--- config.mk ---
export PLATFORM = sky130hd
export DESIGN_NAME = rtc_multi_alarm
export DESIGN_NICKNAME = d
export VERILOG_FILES = /design/src/rtl/rtc_multi_alarm.sv
export SDC_FILE = /design/constraint.sdc
export NUM_CORES = 1
export LEC_CHECK = 0
export ABC_AREA = 1
export BUFFER_PORTS_ARGS = -buffer_cell sky130_fd_sc_hd__buf_4
export CAP_MARGIN = 20
export CORE_MARGIN = 4
export CORE_UTILIZATION = 41
export DETAILED_ROUTE_END_ITERATION = 12
export HOLD_SLACK_MARGIN = 0.15
export PLACE_DENSITY_LB_ADDON = 0.05
export SYNTH_ARGS = -nofsm -noshare
export SYNTH_HDL_FRONTEND = slang
export SYNTH_SLANG_ARGS = --single-unit
--- constraint.sdc ---
create_clock -name clk -period 14.3 [get_ports clk]
set_input_delay 2.86 -clock clk [delete_from_list [all_inputs] [get_ports clk]]
set_output_delay 2.86 -clock clk [all_outputs]
set_load 0.02 [all_outputs]
--- src/rtl/rtc_multi_alarm.sv ---
// Real-time clock with a packed sec/min/hr/day/yr time word, one-cycle adjust
// arithmetic and NUM_ALARMS sticky hr:min:sec compare channels.
module rtc_multi_alarm #(
    parameter int unsigned NUM_ALARMS    = 4,
    parameter int unsigned TICK_DIV      = 1,
    parameter int unsigned DAYS_PER_YEAR = 365
) (
    input  logic                  clk,
    input  logic                  resetn,
    input  logic                  rtc_on,
    input  logic [1:0]            operation,
    input  logic [2:0]            alarm_sel,
    input  logic [31:0]           w_data,
    output logic [31:0]           r_data,
    output logic [NUM_ALARMS-1:0] alarm,
    output logic                  alarm_any
);

    localparam int unsigned PW = (TICK_DIV > 1) ? $clog2(TICK_DIV) : 1;
    localparam int unsigned CW = 17;
    localparam int unsigned DW = 11;

    typedef struct packed {
        logic [5:0] sec;
        logic [5:0] mins;
        logic [4:0] hrs;
        logic [8:0] day;
        logic [5:0] yr;
    } rtc_time_t;

    typedef enum logic [1:0] {
        OP_READ  = 2'b00,
        OP_WRITE = 2'b01,
        OP_ALARM = 2'b10,
        OP_ADJ   = 2'b11
    } op_e;

    // Clamp out-of-range fields; the year field uses its full 6-bit range.
    function automatic rtc_time_t sat_time(input logic [31:0] w);
        rtc_time_t t;
        t = rtc_time_t'(w);
        if (t.sec > 6'd59) t.sec = 6'd59;
        if (t.mins > 6'd59) t.mins = 6'd59;
        if (t.hrs > 5'd23) t.hrs = 5'd23;
        if (t.day > 9'(DAYS_PER_YEAR - 1)) t.day = 9'(DAYS_PER_YEAR - 1);
        return t;
    endfunction

    function automatic rtc_time_t inc_time(input rtc_time_t t);
        rtc_time_t r;
        r = t;
        if (t.sec != 6'd59) begin
            r.sec = t.sec + 6'd1;
        end else begin
            r.sec = '0;
            if (t.mins != 6'd59) begin
                r.mins = t.mins + 6'd1;
            end else begin
                r.mins = '0;
                if (t.hrs != 5'd23) begin
                    r.hrs = t.hrs + 5'd1;
                end else begin
                    r.hrs = '0;
                    if (t.day != 9'(DAYS_PER_YEAR - 1)) begin
                        r.day = t.day + 9'd1;
                    end else begin
                        r.day = '0;
                        r.yr  = t.yr + 6'd1;
                    end
                end
            end
        end
        return r;
    endfunction

    // One mixed-radix digit: returns {carry_or_borrow, value} for modulus m.
    function automatic logic [DW:0] digit(input logic [DW-1:0] a, input logic [DW-1:0] b,
                                          input logic cin, input logic add,
                                          input logic [DW-1:0] m);
        logic [DW-1:0] s;
        logic [DW:0]   res;
        if (add) begin
            s   = a + b + DW'(cin);
            res = (s >= m) ? {1'b1, s - m} : {1'b0, s};
        end else begin
            s   = a + m - b - DW'(cin);
            res = (s >= m) ? {1'b0, s - m} : {1'b1, s};
        end
        return res;
    endfunction

    function automatic rtc_time_t adjust_time(input rtc_time_t t, input rtc_time_t o,
                                              input logic add);
        logic [DW:0] s, m, h, d, y;
        rtc_time_t   r;
        s = digit(DW'(t.sec),  DW'(o.sec),  1'b0,  add, DW'(60));
        m = digit(DW'(t.mins), DW'(o.mins), s[DW], add, DW'(60));
        h = digit(DW'(t.hrs),  DW'(o.hrs),  m[DW], add, DW'(24));
        d = digit(DW'(t.day),  DW'(o.day),  h[DW], add, DW'(DAYS_PER_YEAR));
        y = digit(DW'(t.yr),   DW'(o.yr),   d[DW], add, DW'(64));
        r.sec  = 6'(s);
        r.mins = 6'(m);
        r.hrs  = 5'(h);
        r.day  = 9'(d);
        r.yr   = 6'(y);
        return r;
    endfunction

    rtc_time_t             tm_q, tm_n, tm_inc1, tm_inc2, tm_base, offset;
    logic [PW-1:0]         presc_q, presc_n;
    logic                  defer_q, defer_n;
    logic                  tick, upd;
    logic [31:0]           rdata_q, rdata_n;
    logic [NUM_ALARMS-1:0] alarm_q, alarm_n, en_q, prog_sel, hit;
    logic                  alarm_any_q;
    logic [CW-1:0]         cmp_q [NUM_ALARMS];
    op_e                   op;

    // Next-state: commands, tick/deferred-tick advance and alarm compare.
    always_comb begin
        op       = op_e'(operation);
        tick     = (presc_q == PW'(TICK_DIV - 1));
        presc_n  = tick ? '0 : presc_q + PW'(1);
        tm_inc1  = inc_time(tm_q);
        tm_inc2  = inc_time(tm_inc1);
        tm_base  = defer_q ? tm_inc1 : tm_q;
        offset   = sat_time({w_data[31:6], 6'd0});
        tm_n     = tm_q;
        defer_n  = 1'b0;
        upd      = 1'b0;
        rdata_n  = rdata_q;
        prog_sel = '0;
        hit      = '0;

        if (rtc_on && op == OP_WRITE) begin
            tm_n    = sat_time(w_data);
            presc_n = '0;
            upd     = 1'b1;
        end else if (rtc_on && op == OP_ADJ) begin
            // A pending deferred tick folds into this adjust; a new tick waits.
            tm_n    = adjust_time(tm_base, offset, w_data[5]);
            defer_n = tick;
            upd     = 1'b1;
        end else begin
            if (tick && defer_q) begin
                tm_n = tm_inc2;
                upd  = 1'b1;
            end else if (tick || defer_q) begin
                tm_n = tm_inc1;
                upd  = 1'b1;
            end
            if (rtc_on && op == OP_READ) rdata_n = tm_q;
            if (rtc_on && op == OP_ALARM) begin
                for (int i = 0; i < NUM_ALARMS; i++) begin
                    prog_sel[i] = (alarm_sel == 3'(i));
                end
            end
        end

        for (int i = 0; i < NUM_ALARMS; i++) begin
            hit[i] = upd && en_q[i] && ({tm_n.sec, tm_n.mins, tm_n.hrs} == cmp_q[i]);
        end
        alarm_n = (alarm_q & ~prog_sel) | hit;
    end

    always_ff @(posedge clk or negedge resetn) begin
        if (!resetn) begin
            tm_q        <= '0;
            presc_q     <= '0;
            defer_q     <= 1'b0;
            rdata_q     <= '0;
            alarm_q     <= '0;
            alarm_any_q <= 1'b0;
            en_q        <= '0;
            for (int i = 0; i < NUM_ALARMS; i++) begin
                cmp_q[i] <= '0;
            end
        end else begin
            tm_q        <= tm_n;
            presc_q     <= presc_n;
            defer_q     <= defer_n;
            rdata_q     <= rdata_n;
            alarm_q     <= alarm_n;
            alarm_any_q <= |alarm_n;
            for (int i = 0; i < NUM_ALARMS; i++) begin
                if (prog_sel[i]) begin
                    cmp_q[i] <= w_data[31:15];
                    en_q[i]  <= w_data[14];
                end
            end
        end
    end

    assign r_data    = rdata_q;
    assign alarm     = alarm_q;
    assign alarm_any = alarm_any_q;

endmodule
==> Word level (Yosys, flattened, before mapping) <==
Index checks and enable logic that the tools add are counted.
{ "totals": {"ff_bits": 143, "input_bits": 40, "output_inout_bits": 37, "elab_cells": 176} }
{ "classes": {"add_sub_neg": 42, "magnitude_cmp": 14, "n_eq_ne": 18, "n_mux": 59, "bitwise": 6, "reduce_logical": 19} }
{ "op_table": {"columns": ["cell", "count"], "rows": [
  ["two-way mux 12 bit", 20],
  ["two-way mux 32 bit", 5],
  ["== test 17 bit", 4],
  ["two-way mux 6 bit", 11],
  ["two-way mux 26 bit", 2],
  ["two-way mux 20 bit", 2],
  ["adder 6 x 1 -> 6 bit (second input constant)", 6],
  ["two-way mux 15 bit", 2],
  ["two-way mux 9 bit", 3],
  ["!= test 6 bit (second input constant)", 4],
  [">= comparator 11 x 6 -> 1 bit (second input constant)", 2],
  [">= comparator 11 x 9 -> 1 bit (second input constant)", 2],
  ["subtractor 11 x 9 -> 11 bit (second input constant)", 2],
  ["adder 9 x 1 -> 9 bit (second input constant)", 2],
  ["!= test 9 bit (second input constant)", 2],
  ["subtractor 8 x 6 -> 9 bit (second input constant)", 2],
  ["subtractor 7 x 6 -> 8 bit", 2],
  ["two-way mux 5 bit", 3],
  ["adder 6 x 1 -> 7 bit", 2],
  ["adder 6 x 6 -> 7 bit", 2],
  ["adder 6 x 6 -> 7 bit (second input constant)", 2],
  ["logical AND 1 bit", 13],
  ["greater-than comparator 6 bit (second input constant)", 2],
  ["two-way mux 4 bit", 3],
  ["44 further kinds", 58]
]} }

==> Longest topological paths before layout <==
{ "logic_depth": {"word_depth": 41, "mapped_depth": 81, "depth_no_buf": 81} }

==> Worst setup path before layout <==
Ideal clock, no wire load.
{ "synth_timing": {"kind": "input -> register", "start": "input port w_data[28]", "end": "register tm_q[4] (netlist name)", "setup_time_ns": 0.082, "arrival_ns": 11.934, "required_time_ns": 14.218, "path_slack_ns": 2.284, "stages": 68, "path_buffers": 0, "cell_sequence": "nand4_1 inv_1 nor2_1 ha_1 ha_1 ha_1 inv_1 nand3_1 nand2_1 inv_1 ha_1 inv_1 nor3_1 inv_1 nand2_1 nand3_1 nand2_1 o21ai_0 [32 not listed] fa_1 o21ai_0 a21oi_1 o21ai_0 xor2_1 nand2_1 o21ai_0 nand2_1 nand2_1 nand2_1 inv_1 ha_1 ha_1 nand2_1 o31ai_1 or2_2 nand3_1 a31oi_1"} }
{ "synth_lines": {"columns": ["item", "line", "source"], "rows": [
  ["from (decl)", "13", "input logic [31:0] w_data,"],
  ["to (signal assigned)", "179", "tm_q <= tm_n;"],
  ["to (decl)", "109", "rtc_time_t tm_q, tm_n, tm_inc1, tm_inc2, tm_base, offset;"]
]} }

==> impl_metrics.env <==
export IMPL_status="finished clean"
export IMPL_grt_pass1_wl_um=67300
export IMPL_min_to="r_data[14]"
export IMPL_cts_buffer_depth=2
export IMPL_crit_arrival_ns=13.53
export IMPL_overflow=0
export IMPL_synth_simple_area_share=0.374
export IMPL_diodes=0
export IMPL_firstDrtPassIters=5
export IMPL_ys_async_sr_fraction=1.00
export IMPL_synth_top_cell_area_share=0.259
export IMPL_power_density_nw_per_um2=225
export IMPL_synth_largest_area_cell="dfrtp_1"
export IMPL_dp_final_hpwl_um=33200
export IMPL_synth_distinct_cells=59
export IMPL_synth_edf_count=0
export IMPL_n_fill_cell=3490
export IMPL_r2r_slack_ns=2.22
export IMPL_multiInputGateArea_um2=8610
export IMPL_synthXorXnorAreaFrac=0.0256
export IMPL_cpPeakStageDelay_ns=0.50
export IMPL_reg2reg_depth=77
export IMPL_drcViolationCount=0
export IMPL_mostFrequentLayoutCell="nand2_1"
export IMPL_dpl_cell_count=2594
export IMPL_nets=2323
export IMPL_synth_avg_cell_area_um2=6.47
export IMPL_fin_ws_ns=1.12
export IMPL_rows=66
export IMPL_slew_violations=0
export IMPL_whs_path_depth=2
export IMPL_tns_ns=0
export IMPL_ant_nets=0
export IMPL_synth_warnings=0
export IMPL_synth_ff_type="dfrtp_1"
export IMPL_post_route_min_period_ns=13.18
export IMPL_cts_root_buffer="clkbuf_16"
export IMPL_utilization=0.468
export IMPL_clk_latency_ns=0.44
export IMPL_antenna_found_initial=0
export IMPL_cts_inserted_buffers=17
export IMPL_synth_seq_cells=142
export IMPL_cp_data_required_time_ns=14.65
export IMPL_r2r_start="tm_q[27]"
export IMPL_cp_start_kind="primary input"
export IMPL_hold_viol_final=0
export IMPL_ios=77
export IMPL_drt_iter0_drc=869
export IMPL_worstMarginPinSlew_ns=1.16
export IMPL_fin_worst_skew_ns=0.00989
export IMPL_fmax_mhz=75.9
export IMPL_synthMuxAreaShare=0.00247
export IMPL_detailroute_via_count=13500
export IMPL_worstSetupPathType="in2reg"
export IMPL_min_from="r_data[14]"
export IMPL_syn2layout_area_growth_pct=11.9
export IMPL_place_area_um2=14700
export IMPL_setup_violations=0
export IMPL_rr_endpoint="tm_q[4]"
export IMPL_final_cell_area_um2=15300
export IMPL_place_ws_ns=0.407
export IMPL_drive_above_1_share=0.106
export IMPL_cap_viol_max_count=0
export IMPL_clkTransAtPathRegs_ns=0.07
export IMPL_synth_seq_area_share=0.259
export IMPL_min_period_over_period=0.922
export IMPL_stdcell_count=2626
export IMPL_port_buffer_count=76
export IMPL_hold_buffers=0
export IMPL_die_area_um2=36400
export IMPL_cts_tree="yes"
export IMPL_synth_area_top_cells="dfrtp_1 26%, nand2_1 17%, inv_1 9.0%"
export IMPL_avgViaCountPerCell=5.13
export IMPL_irDropWorstVdd_uv=115
export IMPL_synth_compound_area_share=0.118
export IMPL_synth_top_family_by_area="simple AND/OR/NAND/NOR gates"
export IMPL_grt_pass1_vias=12500
export IMPL_htreeDepth=4
export IMPL_gp_congestion=0.904
export IMPL_synth_fa_ha_area_frac=0.108
export IMPL_rsz0062_at_grt="false"
export IMPL_slew_headroom=0.222
export IMPL_grtUsageTotal=0.233
export IMPL_cpMostUsedCell="inv_1"
export IMPL_initial_core_util=0.418
export IMPL_die_h_um=191
export IMPL_synthesis_area_um2=13700
export IMPL_crit_fanout=10
export IMPL_regArea_um2=3550
export IMPL_drt_total_wl_um=42500
export IMPL_clock_sinks=142
export IMPL_critPathSlowestCell="fa_1"
export IMPL_core_um2=32800
export IMPL_crit_path_end_kind="flip-flop"
export IMPL_synthCells=2119
export IMPL_grt_max_degree=76
export IMPL_final_cell_mix="617 x nand2_1, 327 x inv_1, 192 x nand3_1, 168 x o21ai_0, 142 x dfrtp_1"
export IMPL_wl_per_cell_um=16.2
export IMPL_hold_class="reg2reg"
export IMPL_syn_nets=2270
export IMPL_power_leakage_uw=0.00813
export IMPL_die_x_um=191
==> where the power goes <==
part,internal (uW),switching [uW]
Combinational,809,1520
Sequential,510,116
Clock,296,202
==> flip-flops by register name (all words and copies together) (netlist names) <==
name and flops:
tm_q 32, cmp_q 68, alarm 4, en_q 4, alarm_any 1, r_data 32, defer_q 1
==> timing repair <==
action                                  in CTS  in global routing
endpoints found under the setup margin       0                  4
buffers inserted                             0                  0
resized for setup                            0                  2
==> synth_stat cells (3+ instances only) <==
cell        n
nand2_1   618
inv_1     327
nand3_1   192
o21ai_0   170
dfrtp_1   142
nor2_1    141
ha_1       98
a21oi_1    70
nand4_1    49
clkbuf_1   41
xor2_1     27
nand3b_1   26
nand2_2    22
nor3_1     17
inv_2      16
fa_1       13
xnor2_1    13
nand3_2    11
nor2_2     11
or2_2      11
o211ai_1   10
nor2_4      8
a31oi_1     6
o21ai_2     6
o22ai_1     6
buf_1       4
buf_2       4
nand2_4     4
o21ai_1     4
a21boi_0    3
a21oi_2     3
a22oi_1     3
buf_6       3
mux2_2      3
==> worst max-delay path by stage <==
stage / startpoint / endpoint / slack (ns) / cells past startpoint
4_1_cts: w_data[31] / tm_q[4] / 0.86 / 72
3_3_place_gp: w_data[31] / tm_q[4] / 0.80 / 72
3_5_place_dp: w_data[31] / tm_q[4] / 0.41 / 72
5_1_grt: w_data[31] / tm_q[4] / 0.04 / 72
2_1_floorplan: w_data[28] / tm_q[4] / 2.28 / 68
6_report: w_data[31] / tm_q[4] / 1.12 / 72
==> per-stage QoR <==
stage / hold WS (ns) / total power, uW
after global placement: 0.467 / 2920
final: 0.484 / 3450
after floorplan: 0.453 / 2350
after CTS: 0.492 / 3450
after detailed placement: 0.476 / 2930
after global routing: 0.516 / 3830
==> routing by layer <==
layer | share of wire | up-vias | GRT usage
li1 | - | 6897 | -
met1 | 0.48 | 6212 | 0.327
met2 | 0.45 | 311 | 0.379
met3 | 0.051 | 44 | 0.0414
met4 | 0.015 | 0 | 0.0511
met5 | 0 | - | 0
==> kinds of logic after synthesis <==
kind of cell,after synthesis
compound gates,295
xor+xnor,40
fa+ha+maj,111
buf+inv,400
flops,142
mux,3
simple gates,1128
==> area by class of cell <==
cell class | count | share of cell area
Clock buffer | 17 | 0.0278
Clock inverter | 14 | 0.0135
Inverter | 347 | 0.0851
Multi-Input combinational cell | 1577 | 0.562
Sequential cell | 142 | 0.232
Tap cell | 442 | 0.0361
Timing Repair Buffer | 87 | 0.0437
==> critical path: cells and delay by family <==
family,cells,cell delay (ns)
simple gates,28,3.11
compound gates,9,1.94
xor+xnor,2,0.59
fa+ha+maj,15,3.68
buf+inv,18,1.38
No activity file was read; power rests on OpenSTA's default activity.
